### config.mk
export PLATFORM = sky130hd
export DESIGN_NAME = alu_result_stage
export DESIGN_NICKNAME = d
export VERILOG_FILES = /design/src/rtl/alu_stage_pkg.sv /design/src/rtl/alu_result_stage.sv
export SDC_FILE = /design/constraint.sdc
export NUM_CORES = 1
export LEC_CHECK = 0
export BUFFER_PORTS_ARGS = -buffer_cell sky130_fd_sc_hd__clkbuf_2
export CORE_AREA = 2 2 144 76
export DETAILED_ROUTE_END_ITERATION = 8
export DIE_AREA = 0 0 146 78
export GPL_TIMING_DRIVEN = 0
export SETUP_SLACK_MARGIN = 0.05
export SLEW_MARGIN = 5
export SYNTH_ARGS = -nofsm -noshare
export SYNTH_HDL_FRONTEND = slang
export SYNTH_SLANG_ARGS = --single-unit
### constraint.sdc
create_clock -name clk -period 1.9 [get_ports clk]
set_clock_uncertainty 0.05 [all_clocks]
set_input_delay 0.095 -clock clk [delete_from_list [all_inputs] [get_ports clk]]
set_output_delay 0.095 -clock clk [all_outputs]
set_load 0.02 [all_outputs]
### src/rtl/alu_stage_pkg.sv
// Shared types for the ALU result stage: FSM state encoding and the held-entry layout.
package alu_stage_pkg;

  localparam int ALU_W     = 32;
  // Upper bound on TAG_W. Narrower tags are zero-extended into the entry.
  localparam int TAG_MAX_W = 16;

  typedef enum logic [1:0] {
    EMPTY = 2'd0,
    ONE   = 2'd1,
    FULL  = 2'd2
  } state_t;

  typedef struct packed {
    logic [ALU_W-1:0]     result;
    logic                 zero;
    logic                 cout;
    logic                 overflow;
    logic [TAG_MAX_W-1:0] tag;
  } entry_t;

endpackage

### src/rtl/alu_result_stage.sv
// ALU result stage: 2-entry registered skid buffer with optional sticky ovf/cout flags (ALU_STICKY_FLAGS_EN).
// Latency: 1 cycle from push to out_valid when empty; head stays stable while out_valid & ~out_ready.
// Backpressure: in_ready drops once both entries are held; in_valid is ignored while FULL.
module alu_result_stage
  import alu_stage_pkg::*;
#(
  parameter int TAG_W = 5
) (
  input  logic              clk,
  input  logic              rst_n,
  input  logic              in_valid,
  output logic              in_ready,
  input  logic [ALU_W-1:0]  in_result,
  input  logic              in_zero,
  input  logic              in_cout,
  input  logic              in_overflow,
  input  logic [TAG_W-1:0]  in_tag,
  output logic              out_valid,
  input  logic              out_ready,
  output logic [ALU_W-1:0]  out_result,
  output logic              out_zero,
  output logic              out_cout,
  output logic              out_overflow,
  output logic [TAG_W-1:0]  out_tag,
  input  logic              clr_sticky,
  output logic              sticky_ovf,
  output logic              sticky_cout
);

  state_t state;
  entry_t head;
  entry_t tail;
  entry_t in_ent;
  logic   out_valid_q;
  logic   in_ready_q;
  logic   push;
  logic   pop;

  assign push = in_valid & in_ready_q;
  assign pop  = out_valid_q & out_ready;

  always_comb begin
    in_ent          = '0;
    in_ent.result   = in_result;
    in_ent.zero     = in_zero;
    in_ent.cout     = in_cout;
    in_ent.overflow = in_overflow;
    in_ent.tag      = TAG_MAX_W'(in_tag);
  end

  // Handshake outputs are flops updated alongside the state, not decoded from it.
  always_ff @(posedge clk or negedge rst_n) begin
    if (!rst_n) begin
      state       <= EMPTY;
      head        <= '0;
      tail        <= '0;
      out_valid_q <= 1'b0;
      in_ready_q  <= 1'b1;
    end else begin
      case (state)
        EMPTY: begin
          if (push) begin
            head        <= in_ent;
            state       <= ONE;
            out_valid_q <= 1'b1;
          end
        end
        ONE: begin
          if (push && pop) begin
            head <= in_ent;
          end else if (push) begin
            tail       <= in_ent;
            state      <= FULL;
            in_ready_q <= 1'b0;
          end else if (pop) begin
            state       <= EMPTY;
            out_valid_q <= 1'b0;
          end
        end
        FULL: begin
          if (pop) begin
            head       <= tail;
            state      <= ONE;
            in_ready_q <= 1'b1;
          end
        end
        default: begin
          state       <= EMPTY;
          out_valid_q <= 1'b0;
          in_ready_q  <= 1'b1;
        end
      endcase
    end
  end

  assign out_valid    = out_valid_q;
  assign in_ready     = in_ready_q;
  assign out_result   = head.result;
  assign out_zero     = head.zero;
  assign out_cout     = head.cout;
  assign out_overflow = head.overflow;
  assign out_tag      = TAG_W'(head.tag);

  // Tag bits above TAG_W are always zero.
  logic unused_tag_hi;
  assign unused_tag_hi = ^head.tag;

`ifdef ALU_STICKY_FLAGS_EN
  logic sticky_ovf_q;
  logic sticky_cout_q;

  // A setting push wins over a same-cycle clear.
  always_ff @(posedge clk or negedge rst_n) begin
    if (!rst_n) begin
      sticky_ovf_q  <= 1'b0;
      sticky_cout_q <= 1'b0;
    end else begin
      if (push && in_overflow) sticky_ovf_q <= 1'b1;
      else if (clr_sticky)     sticky_ovf_q <= 1'b0;
      if (push && in_cout)     sticky_cout_q <= 1'b1;
      else if (clr_sticky)     sticky_cout_q <= 1'b0;
    end
  end

  assign sticky_ovf  = sticky_ovf_q;
  assign sticky_cout = sticky_cout_q;
`else
  logic unused_clr;
  assign unused_clr  = clr_sticky;
  assign sticky_ovf  = 1'b0;
  assign sticky_cout = 1'b0;
`endif

endmodule

==> flow_summary_export.csv <==
group,metric,value,unit
clocking,htreeDepth,3,
clocking,insertion_delay,330,ps
route,dr.pass1.iters,4,
final_layout,drive_gt1_share,62.7,%
timing,setup_viol,0,
critical_path,cp_max_fo,10,
final_layout,seqCellArea,2100,sq um
clocking,cts_root_buf,"clkbuf_16",
timing,fin_tns_setup,0,ps
critical_path,endpoint_kind,"flop",
synth,synth.largest_area_cell,"dfrtp_1",
global_routing,overflow,0,
floorplan,die_y,78,microns
clocking,cts_tree,"built",
route,wl_per_cell,14.7,microns
global_routing,grt_usage,14.3,%
critical_path,critPathTopFamily,"flip-flops",
synth,yosysWarnings,0,
floorplan,io_pins,89,
global_routing,antenna_found_initial,0,
floorplan,core_area,10000,sq um
synth,ys_ff_latch,84,
critical_path,worst_setup_path_start_kind,"flop",
final_layout,finalNonFillerCells,523,
critical_path,crit_type,"flop to flop",
placement,hpwl,5380,microns
critical_path,rr_worst_depth,5,
route,antenna_left,0,
flow_run,drv_cap,0,
synth,synth_most_common_cell,"mux2_2",
final_layout,insertedDiodeCount,0,
floorplan,num_rows,26,
critical_path,critical_path_cell_count,5,
clocking,clk_pin_slew,60,ps
route,vias_per_cell,4.67,
pwr,power.leakage,0.00257,uW
pwr,p_per_area,1220,nW/um^2
global_routing,grt_pass1_wl,12900,microns
timing,min_period,1780,ps
clocking,clk_path_buf_depth,2,
route,drt_wl_total,7660,microns
synth,yosys.cell_types.count,27,
floorplan,initial_core_util,38.3,%
final_layout,multi_input_area,1590,sq um
synth,synth_commonest_cells,"mux2_2, dfrtp_1, mux2_4",
global_routing,grt_max_degree,55,
final_layout,area_delta_synth_final,36.2,%
timing,grt_setup_unrepaired,"no",
placement,place.gp.congestion,0.674,
clocking,cts_buffers,9,
worst_hold_path,hold_depth,3,
synth,syn_area_per_cell,16.1,sq um
pwr,peakVddDrop,0.000463,V
timing,drv_slew,0,
critical_path,cp.required,2060,ps
outcome,outcome,"finished, final reports clean",
placement,placed_cells,465,
final_layout,final_util,52.1,%
synth,ys_top_cells_by_area,"dfrtp_1, mux2_2, mux2_4",
global_routing,grt_pass1_vias,2642,
route,route.detailed.drc,0,
final_layout,fillers,916,
final_layout,final_area,5220,sq um
critical_path,crit_slowest_cell,"dfstp_2",
synth,synth_ff_type,"dfrtp_1",
floorplan,dieWidth,146,microns
critical_path,cp_slowest_stage_delay,570,ps
placement,dpl_cell_area,4470,sq um
final_layout,nets,423,
route,vias,2440,
synth,synthArstFlopShare,100,%
timing,timing.fmax,0.561,GHz
pwr,total_power,6350,uW
route,first_iter_violations,79,
critical_path,cp_cell_sequence,"nand2_2, o32ai_4, buf_12, buf_6, mux2_2",
critical_path,path_buf_inv,2,
worst_hold_path,hp-class,"input port to flop",
synth,ys_seq_area_share,54.8,%
synth,synth_cells,238,
clocking,clock-sinks,84,
placement,port_buffers,85,
synth,synth_edf_count,0,
timing,period_share,93.8,%
critical_path,cp.arrival,1940,ps
floorplan,die_area,11400,sq um
timing,final_hold_viol_count,0,
synth,yosysTopAreaCellShare,54.2,%
synth,syn-cell-area,3830,sq um
[worst min-delay path: stages]
cell      delay (ps)
clkbuf_2         110
a21boi_0          90
o32a_1           170
[repair_timing]
action | 4_1_cts | 5_1_grt
resized for setup | 0 | 3
setup endpoints to repair | 0 | 40
endpoints found under the hold margin | 70 | 0
hold buffers | 41 | 0
setup buffers | 0 | 1
[through the flow]
stage / hold slack (ps) / setup slack, ps
after CTS: 64.8 / 60.6
final: 98.2 / 117
after detailed placement: 59.4 / 71.9
after global placement: 273 / -206
after global routing: 90.4 / 41.8
after floorplan: -251 / 165
[state kept, by name (all words and copies together) (netlist names)]
register / cells
in_ready: 1
out_cout: 1
out_overflow: 1
out_result: 32
out_tag: 5
out_valid: 1
out_zero: 1
state: 2
tail: 40
[layout by cell type (no fill, tap or decap), types with 3 or more instances in the layout]
cell type      instances
clkbuf_16              9
buf_6                  9
dlygate4sd3_1         41
mux2_1                 3
dfrtp_1               82
clkinv_2               3
mux2_2                97
mux2_4                20
clkbuf_2              84
[cell type report]
type | instances | share of cell area (%)
flip-flops and latches | 84 | 40.3
multi-input cells | 140 | 30.5
repair buffers | 128 | 17.0
clock buffers | 11 | 4.65
well taps | 140 | 3.35
plain buffers | 14 | 2.75
clock inverters | 5 | 1.44
inverters | 1 | 0.0719
[where the power goes]
group	internal, uW	switching (uW)
clock	1180	665
sequential	2410	318
combinational	877	898
[kinds of logic (layout without fill, tap and decap cells)]
kind of cell           after synthesis  count (layout)  share of synthesized area [%]
AO/OA/AOI/OAI                        9               9                           2.45
buffers and inverters               15             159                           3.78
flip-flops                          84              84                           54.8
multiplexers                       121             121                           37.5
other                                1               2                         0.0978
AND/OR/NAND/NOR                      8               8                           1.37
[final timing paths]
| kind | start | endpoint | slack (ps) |
|---|---|---|---|
| max in group asynchronous | rst_n | in_ready | 900 |
| min in group asynchronous | rst_n | tail[19] | 250 |
| worst max register to register | in_ready | out_result[6] | 120 |
| worst min-delay path | in_valid | in_ready | 100 |
| worst max-delay path | in_ready | out_result[6] | 120 |
| worst min register to register | tail[45] | tail[45] | 450 |
[per-layer routing]
layer	wire length (microns)	global-route usage (%)	share of wire (%)	vias to the layer above
met1	3220	16.3	42	1249
li1	-	-	-	1131
met2	4110	26.2	54	53
met4	70	4.66	0.91	0
met5	0	0	0	-
met3	272	4.00	3.5	7
Note: power is estimated with default switching activity, not from simulation.
